$ cat src/rtl/pdm_mic_spi_top.sv
// PDM microphone front end: mic clock generation, 3rd-order CIC decimation
// to 16-bit PCM, SPI slave readout of the latest sample and an LED level display.
// Optional macro LED_METER_EN: LEDs show a thermometer bar of |pcm_out|
// instead of the raw upper PCM byte.
module pdm_mic_spi_top #(
  parameter int unsigned CLK_DIV = 4,
  parameter int unsigned DECIM   = 64,
  parameter bit          LR_SEL  = 1'b0
) (
  input  logic        clk,
  input  logic        rst,
  input  logic        M_DATA,
  output logic        M_CLK,
  output logic        M_LRSEL,
  input  logic        cs,
  input  logic        sck,
  input  logic        mosi,
  output logic        miso,
  output logic        LED0,
  output logic        LED1,
  output logic        LED2,
  output logic        LED3,
  output logic        LED4,
  output logic        LED5,
  output logic        LED6,
  output logic        LED7,
  output logic [15:0] pcm_out,
  output logic        pcm_ready
);

  localparam int unsigned CNT_W = $clog2(CLK_DIV);
  localparam int unsigned DEC_W = $clog2(DECIM);
  // 3rd-order CIC growth: 3*log2(DECIM) bits plus sign
  localparam int unsigned CIC_W = 3 * DEC_W + 1;
  localparam int unsigned SHIFT = CIC_W - 16;

  // divider and bit capture
  logic [CNT_W-1:0] div_cnt_q, div_cnt_d;
  logic             m_clk_q, m_clk_d;
  logic             bit_q, bit_d;
  logic             stb_q, stb_d;

  // CIC state
  logic [DEC_W-1:0]        dec_cnt_q, dec_cnt_d;
  logic                    dec_stb_q, dec_stb_d;
  logic signed [CIC_W-1:0] int1_q, int1_d, int2_q, int2_d, int3_q, int3_d;
  logic signed [CIC_W-1:0] dly1_q, dly1_d, dly2_q, dly2_d, dly3_q, dly3_d;
  logic signed [CIC_W-1:0] x_in, comb1, comb2, comb3;
  logic [15:0]             pcm_sat;
  logic [7:0]              led_lvl;

  // outputs
  logic [15:0] pcm_q, pcm_d;
  logic        rdy_q, rdy_d;
  logic [7:0]  led_q, led_d;

  // SPI
  logic [2:0]  cs_s_q, cs_s_d;
  logic [2:0]  sck_s_q, sck_s_d;
  logic [1:0]  mosi_s_q, mosi_s_d;
  logic [15:0] shadow_q, shadow_d;
  logic [4:0]  bcnt_q, bcnt_d;
  logic        miso_q, miso_d;
  logic        cs_act, cs_fall, sck_rise, sck_fall;
  logic        unused_mosi;

  // mic clock divider and PDM bit strobe
  always_comb begin
    div_cnt_d = (div_cnt_q == CNT_W'(CLK_DIV - 1)) ? '0 : div_cnt_q + CNT_W'(1);
    m_clk_d   = (div_cnt_d >= CNT_W'(CLK_DIV / 2));
    stb_d     = (div_cnt_q == CNT_W'(CLK_DIV - 1));
    bit_d     = stb_d ? M_DATA : bit_q;
  end

  // CIC integrators, decimation counter and combs
  always_comb begin
    x_in      = bit_q ? CIC_W'(1) : '1;
    int1_d    = int1_q;
    int2_d    = int2_q;
    int3_d    = int3_q;
    dec_cnt_d = dec_cnt_q;
    if (stb_q) begin
      int1_d    = int1_q + x_in;
      int2_d    = int2_q + int1_d;
      int3_d    = int3_q + int2_d;
      dec_cnt_d = dec_cnt_q + DEC_W'(1);
    end
    dec_stb_d = stb_q && (dec_cnt_q == '1);

    comb1  = int3_q - dly1_q;
    comb2  = comb1 - dly2_q;
    comb3  = comb2 - dly3_q;
    dly1_d = dly1_q;
    dly2_d = dly2_q;
    dly3_d = dly3_q;
    if (dec_stb_q) begin
      dly1_d = int3_q;
      dly2_d = comb1;
      dly3_d = comb2;
    end
  end

  // scale and saturate; full-scale +/- both alias to the most negative code,
  // and only occur when the whole window matches, so the newest bit gives the sign
  always_comb begin
    if (comb3[CIC_W-1] && (comb3[CIC_W-2:0] == '0)) begin
      pcm_sat = bit_q ? 16'h7FFF : 16'h8000;
    end else begin
      pcm_sat = 16'(comb3 >>> SHIFT);
    end
  end

`ifdef LED_METER_EN
  logic [15:0] mag;

  // thermometer bar of |sample|; LED7 marks full scale
  always_comb begin
    led_lvl = '0;
    if (pcm_sat == 16'h8000) begin
      mag = 16'h7FFF;
    end else if (pcm_sat[15]) begin
      mag = 16'(~pcm_sat + 16'd1);
    end else begin
      mag = pcm_sat;
    end
    for (int k = 0; k < 7; k++) begin
      led_lvl[k] = (mag >= (16'd1 << (8 + k)));
    end
    led_lvl[7] = (mag == 16'h7FFF);
  end
`else
  // raw upper PCM byte
  always_comb begin
    led_lvl = pcm_sat[15:8];
  end
`endif

  // PCM output, ready pulse and LED latch
  always_comb begin
    pcm_d = dec_stb_q ? pcm_sat : pcm_q;
    rdy_d = dec_stb_q;
    led_d = dec_stb_q ? led_lvl : led_q;
  end

  // SPI synchronizers, edge detect and shift register
  always_comb begin
    cs_s_d   = {cs_s_q[1:0], cs};
    sck_s_d  = {sck_s_q[1:0], sck};
    mosi_s_d = {mosi_s_q[0], mosi};
    cs_act   = ~cs_s_q[1];
    cs_fall  = cs_s_q[2] & ~cs_s_q[1];
    sck_rise = ~sck_s_q[2] & sck_s_q[1];
    sck_fall = sck_s_q[2] & ~sck_s_q[1];

    shadow_d = shadow_q;
    bcnt_d   = bcnt_q;
    miso_d   = miso_q;
    if (!cs_act) begin
      miso_d = 1'b0;
      bcnt_d = '0;
    end else if (cs_fall) begin
      shadow_d = pcm_d;
      bcnt_d   = '0;
      miso_d   = pcm_d[15];
    end else if (sck_rise) begin
      bcnt_d = bcnt_q + 5'd1;
    end else if (sck_fall) begin
      if (bcnt_q >= 5'd16) begin
        // word done: restart on the newest sample (pcm_d wins a same-cycle update)
        shadow_d = pcm_d;
        bcnt_d   = '0;
        miso_d   = pcm_d[15];
      end else begin
        shadow_d = {shadow_q[14:0], 1'b0};
        miso_d   = shadow_q[14];
      end
    end
  end

  // mosi is synchronized for completeness but carries no command
  assign unused_mosi = mosi_s_q[1];

  // state registers
  always_ff @(posedge clk or posedge rst) begin
    if (rst) begin
      div_cnt_q <= '0;
      m_clk_q   <= 1'b0;
      bit_q     <= 1'b0;
      stb_q     <= 1'b0;
      dec_cnt_q <= '0;
      dec_stb_q <= 1'b0;
      int1_q    <= '0;
      int2_q    <= '0;
      int3_q    <= '0;
      dly1_q    <= '0;
      dly2_q    <= '0;
      dly3_q    <= '0;
      pcm_q     <= '0;
      rdy_q     <= 1'b0;
      led_q     <= '0;
      cs_s_q    <= '0;
      sck_s_q   <= '0;
      mosi_s_q  <= '0;
      shadow_q  <= '0;
      bcnt_q    <= '0;
      miso_q    <= 1'b0;
    end else begin
      div_cnt_q <= div_cnt_d;
      m_clk_q   <= m_clk_d;
      bit_q     <= bit_d;
      stb_q     <= stb_d;
      dec_cnt_q <= dec_cnt_d;
      dec_stb_q <= dec_stb_d;
      int1_q    <= int1_d;
      int2_q    <= int2_d;
      int3_q    <= int3_d;
      dly1_q    <= dly1_d;
      dly2_q    <= dly2_d;
      dly3_q    <= dly3_d;
      pcm_q     <= pcm_d;
      rdy_q     <= rdy_d;
      led_q     <= led_d;
      cs_s_q    <= cs_s_d;
      sck_s_q   <= sck_s_d;
      mosi_s_q  <= mosi_s_d;
      shadow_q  <= shadow_d;
      bcnt_q    <= bcnt_d;
      miso_q    <= miso_d;
    end
  end

  assign M_CLK     = m_clk_q;
  assign M_LRSEL   = LR_SEL;
  assign miso      = miso_q;
  assign pcm_out   = pcm_q;
  assign pcm_ready = rdy_q;
  assign {LED7, LED6, LED5, LED4, LED3, LED2, LED1, LED0} = led_q;

endmodule

$ cat config.mk
export PLATFORM = sky130hd
export DESIGN_NAME = pdm_mic_spi_top
export DESIGN_NICKNAME = d
export VERILOG_FILES = /design/src/rtl/pdm_mic_spi_top.sv
export SDC_FILE = /design/constraint.sdc
export NUM_CORES = 1
export LEC_CHECK = 0
export CAP_MARGIN = 40
export CORE_ASPECT_RATIO = 0.8
export CORE_MARGIN = 1
export CORE_UTILIZATION = 41
export DETAILED_ROUTE_END_ITERATION = 7
export DONT_BUFFER_PORTS = 1
export PLACE_DENSITY = 0.6
export REMOVE_ABC_BUFFERS = 1
export SLEW_MARGIN = 20
export SYNTH_ARGS = -nofsm -noshare
export SYNTH_HDL_FRONTEND = slang
export SYNTH_SLANG_ARGS = --single-unit
$ cat constraint.sdc
create_clock -name clk -period 5.9 [get_ports clk]
set_input_delay 0.59 -clock clk [delete_from_list [all_inputs] [get_ports clk]]
set_output_delay 0.59 -clock clk [all_outputs]
set_load 0.03 [all_outputs]
== Word level (Yosys, flattened, before mapping) ==
Cells that the tools add are included.

* Reductions and logical operators: 10
* $lt $le $gt $ge: 2
* Bitwise gates (word level): 6
* Eq/ne operators: 4
* Add/sub/neg operators: 9
* Mux-type cells: 19

{| class="wikitable"
|+ Operators by type and width
! operator !! number
|-
| two-way mux 15 bit || 4
|-
| adder 19 bit || 3
|-
| subtractor 19 bit || 3
|-
| two-way mux 16 bit || 3
|-
| two-way mux 5 bit || 5
|-
| two-way mux 19 bit || 1
|-
| zero test 18 bit || 1
|-
| nonzero test 4 bit || 2
|-
| adder 6 x 1 -> 6 bit, second input constant || 1
|-
| == test 6 bit, second input constant || 1
|-
| adder 5 x 1 -> 5 bit, second input constant || 1
|-
| >= comparator 5 bit, second input constant || 1
|-
| two-way mux 1 bit || 5
|-
| AND reduction 2 bit || 2
|-
| bitwise AND 1 bit || 3
|-
| inequality test 3 bit, second input constant || 1
|-
| NOT 1 bit || 3
|-
| AND reduction 3 bit || 1
|-
| nonzero test 3 bit || 1
|-
| adder 2 x 1 -> 2 bit, second input constant || 1
|-
| == test 2 bit, second input constant || 1
|-
| >= comparator 2 bit, second input constant || 1
|-
| logical AND 1 bit || 2
|-
| two-way mux 2 bit || 1
|-
| 2 further kinds || 2
|}

* Bits of input ports: 6
* Logic and storage cells: 70
* Register bits: 178
* Output and inout port bits: 28

== Logic depth before layout (Yosys ltp) ==
* Depth after elaboration: 12
* Mapped depth: 33
* Depth with buffers taken out: 31

== Least setup slack after synthesis ==
Ideal clock, no wire load.

* Kind: register to register
* From: register int3_q[1]
* To: register shadow_q[2]
* Required time: 5.818 ns
* Setup time: 0.082 ns
* Arrival time: 5.347 ns
* Path buffers: 2
* Slack: 0.472 ns
* Cell stages (with the launch flop): 31
* Clock period less this slack: 5.428 ns
* Cell sequence: dfrtp_1 ha_1 nor2b_1 o21ai_0 a21boi_0 o21a_1 o21ai_0 nand2_1 a21oi_1 o21bai_1 a21oi_1 xnor2_1 ha_1 a21oi_1 nor2_1 a21oi_1 nand3b_1 a21oi_1 xnor2_1 ha_1 nand2_1 nor3_1 nand3_1 a21oi_1 xor2_1 nor4_2 and2b_1 buf_6 nand3_4 buf_6 a31oi_1

* Cells in the longest elaborated chain, start to end: 11

{| class="wikitable"
|+ Ends and longest elaborated chain
! what !! RTL line !! text
|-
| start, declared || 46 || <nowiki>logic signed [CIC_W-1:0] int1_q, int1_d, int2_q, int2_d, int3_q, int3_d;</nowiki>
|-
| start signal, assigned || 216 || <nowiki>int3_q <= int3_d;</nowiki>
|-
| subtractor 19 bit * || 90 || <nowiki>comb1 = int3_q - dly1_q;</nowiki>
|-
| net comb1[9] || 48 || <nowiki>logic signed [CIC_W-1:0] x_in, comb1, comb2, comb3;</nowiki>
|-
| subtractor 19 bit * || 91 || <nowiki>comb2 = comb1 - dly2_q;</nowiki>
|-
| net comb2[13] || 48 ||
|-
| subtractor 19 bit * || 92 || <nowiki>comb3 = comb2 - dly3_q;</nowiki>
|-
| zero test 18 bit || 106 || <nowiki>if (comb3[CIC_W-1] && (comb3[CIC_W-2:0] == '0)) begin</nowiki>
|-
| logical AND 1 bit * || 106 ||
|-
| two-way mux 16 bit * || 106 ||
|-
| two-way mux 16 bit * || 140 || <nowiki>pcm_d = dec_stb_q ? pcm_sat : pcm_q;</nowiki>
|-
| two-way mux 15 bit || 168 || <nowiki>if (bcnt_q >= 5'd16) begin</nowiki>
|-
| two-way mux 15 bit || 167 || <nowiki>end else if (sck_fall) begin</nowiki>
|-
| two-way mux 15 bit || 165 || <nowiki>end else if (sck_rise) begin</nowiki>
|-
| two-way mux 15 bit * || 161 || <nowiki>end else if (cs_fall) begin</nowiki>
|-
| end signal, assigned || 226 || <nowiki>shadow_q <= shadow_d;</nowiki>
|-
| end, declared || 61 || <nowiki>logic [15:0] shadow_q, shadow_d;</nowiki>
|}

Mark *: on every way through the listed nets, which the timed path passes. The rest lies on a longest branch. The select of a mux whose other input is x is not followed.
A chain may end at the register's enable or synchronous reset.

== Final worst setup path ==
* From: register int3_q[0]
* To: register shadow_q[5]

Same word-level chain as after synthesis.

==> flow_summary.yaml <==
clocking:
  cts_max_level: 4
  cts_tree: "built"
  clock_path_buffers: 2
  clock-sinks: 177
  cts-root-buf: "clkbuf_16"
  clk_pin_slew_ns: 0.06
  clock_latency_ns: 0.44
  cts_buffers: 17
global_route:
  first_global_vias: 8263
  antenna_found_initial: 0
  grt_max_degree: 95
  grt_overflow_total: 0
  track_usage_pct: 16.5
  grt_pass1_wl_mm: 39.9
detailed_routing:
  drt_iter0_drc: 378
  num_vias: 8805
  drt_wl_total_mm: 23.6
  vias_per_cell: 5.18
  antenna_left: 0
  first_pass_iters: 5
  avgRoutedWirePerCell_um: 13.9
  drcViolationCount: 0
worst_setup_path:
  cp_common_cell: "nand2_2"
  arrival_ns: 6.02
  max_stage_delay_ns: 0.40
  cp_max_fo: 7
  startpoint_type: "flop"
  reg2reg_to: "shadow_q[5]$_DFFE_PP0P_"
  r2r_start: "int3_q[0]$_DFFE_PP0P_"
  critPathTopFamily: "simple AND/OR/NAND/NOR gates"
  regToRegSetupSlack_ns: 0.24
  required_ns: 6.25
  rr_worst_depth: 34
  crit_slowest_cell: "dfrtp_1"
  crit_type: "flop to flop"
  crit_buf_inv: 4
  endpoint_kind: "flop"
synth:
  yosysMostFrequentCell: "dfrtp_1"
  synth_area_um2: 11800
  synth_xor_area_share_pct: 7.71
  netlist.area_leader.share_pct: 37.6
  syn_avg_cell_area_um2: 9.33
  synth_seq_area_share_pct: 37.6
  ys.flop_type: "dfrtp_1"
  netlist_instances: 1263
  async_reset_ff_share_pct: 100
  synth_top_family_by_area: "compound AO/OA/AOI/OAI gates"
  synth_common_cells: "dfrtp_1, nand2_1, ha_1"
  ys_seq_elements: 177
  synth_adder_area_share_pct: 13.0
  synth_area_leader_cell: "dfrtp_1"
  muxShareOfSynthArea_pct: 6.15
  yosys.area_share.simple_pct: 14.0
  synth_edf_count: 0
  synth_compound_area_share_pct: 17.0
  synth.area.top_cells: "dfrtp_1, ha_1, mux2_2"
  yosysWarnings: 0
  synth_cell_type_count: 76
floorplanning:
  core-area_um2: 28300
  dieWidth_um: 192
  placementRows: 55
  die_h_um: 154
  die_area_um2: 29400
  ios: 34
  start_util_pct: 41.7
timing:
  layout_min_cycle_time_ns: 5.66
  worst_pin_slew_ns: 0.829
  finalSetupViolations: 0
  rsz0062_at_grt: "yes"
  worst_slack_ns: 0.235
  finalCritPeriodShare_pct: 96.0
  clock_skew_ns: 0.00867
  hold_viol: 0
  slew-limit-headroom_pct: 44.7
  maxSlewViolCount: 0
  fmax_ghz: 0.177
hold_path:
  hold-path-cell-count: 0
  hp-class: "input port to flop"
  min_from: "cs"
  hold_end: "cs_s_q[0]$_DFF_PP0_"
final_layout:
  area_growth_pct: 14.5
  fin_cells: 1701
  antenna_cells: 0
  fin_area_um2: 13500
  fin_nets: 1444
  drive_gt1_share_pct: 17.0
place:
  gp_congestion: 0.778
  place_inst: 1655
  dp_slack_ns: -0.0611
  port_buffers: 0
  placed_area_um2: 12500
  place_hpwl_mm: 16.8
flow_run:
  drv_cap: 0
status:
  outcome: "finished clean"
[cell usage in the layout, fill, tap and decap left out, types with 15 or more instances in the layout]
cell       Yosys  layout
buf_4          2      61
dfrtp_1      177     175
nor2_1       109     104
nand2b_1      15      15
o21a_1        22      22
o21ai_0       91      79
xnor2_1       69      67
mux2_2        59      59
nand2_1      114     109
clkbuf_16      0      18
ha_1         113     110
a21oi_1       93      80
xor2_1        25      24
nor3_1        29      26
inv_1         98      95
a21o_1        16      16
[cells by family (layout without fill, tap and decap cells)]
group                    count (synthesis)  after routing
XOR/XNOR                                98             98
AND/OR/NAND/NOR                        353            354
buffers and inverters                  129            196
other                                    1              1
multiplexers                            65             65
adder cells (fa/ha/maj)                119            119
flip-flops                             177            177
AO/OA/AOI/OAI                          321            321
[worst reg2reg max path: cells and delay by family (launching register included)]
family | cells | cell delay (ns)
fa+ha+maj | 4 | 1.09
compound gates | 9 | 1.40
xor+xnor | 1 | 0.14
flops | 1 | 0.40
simple gates | 16 | 2.04
buf+inv | 4 | 0.52
[worst max path at each step]
| stage | from | to | depth (start not counted) |
|---|---|---|---|
| floorplan | int3_q[1]$_DFFE_PP0P_ | shadow_q[14]$_DFFE_PP0P_ | 26 |
| global placement | dly1_q[1]$_DFFE_PP0P_ | shadow_q[1]$_DFFE_PP0P_ | 28 |
| detailed placement | dly1_q[1]$_DFFE_PP0P_ | shadow_q[4]$_DFFE_PP0P_ | 30 |
| CTS | int3_q[0]$_DFFE_PP0P_ | shadow_q[4]$_DFFE_PP0P_ | 32 |
| global route | dly1_q[1]$_DFFE_PP0P_ | shadow_q[14]$_DFFE_PP0P_ | 33 |
| finish | int3_q[0]$_DFFE_PP0P_ | shadow_q[5]$_DFFE_PP0P_ | 34 |
[timing repair]
item / 4_1_cts / 5_1_grt
setup buffers: 0 / 11
setup endpoints to repair: 20 / 41
endpoints found under the hold margin: 37 / 0
pin swaps: 0 / 45
hold buffers: 1 / 0
cloned: 0 / 3
gates resized for setup: 4 / 70
[area by class of cell]
| type | instances | area (um^2) |
|---|---|---|
| clock inverters | 8 | 105 |
| multi-input cells | 958 | 7070 |
| inverters | 99 | 379 |
| well taps | 370 | 463 |
| repair buffers | 66 | 552 |
| fillers | 2698 | 14800 |
| clock buffers | 23 | 478 |
| flip-flops and latches | 177 | 4430 |
[stage by stage]
stage | utilization (%) | hold WS (ns) | TNS [ns]
4_1_cts | 46.4 | 0.156 | 0
5_1_grt | 47.7 | 0.156 | -2.12
3_5_place_dp | 44.3 | 0.336 | -0.222
2_1_floorplan | - | 0.331 | 0
6_report | 47.7 | 0.181 | 0
3_3_place_gp | 44.1 | 0.335 | 0
[metal layers]
metal	up-vias	track usage [%]	wire length, um
met3	12	2.94	583
met4	0	3.93	199
li1	4555	-	-
met2	74	24.1	9720
met5	-	0	0
met1	4164	25.1	13100
[registers in the layout, summed over array words and instances, names as in the netlist, 2 cells and up]
signal     count
div_cnt_q      2
dly3_q        19
int3_q        19
pcm_out       16
shadow_q      15
cs_s_q         3
int1_q        19
led_q          8
dec_cnt_q      6
dly2_q        19
dly1_q        19
bcnt_q         5
int2_q        19
sck_s_q        3
Power is not shown: default switching activity piles up to over one toggle a cycle in this logic, so the estimate is an artifact.
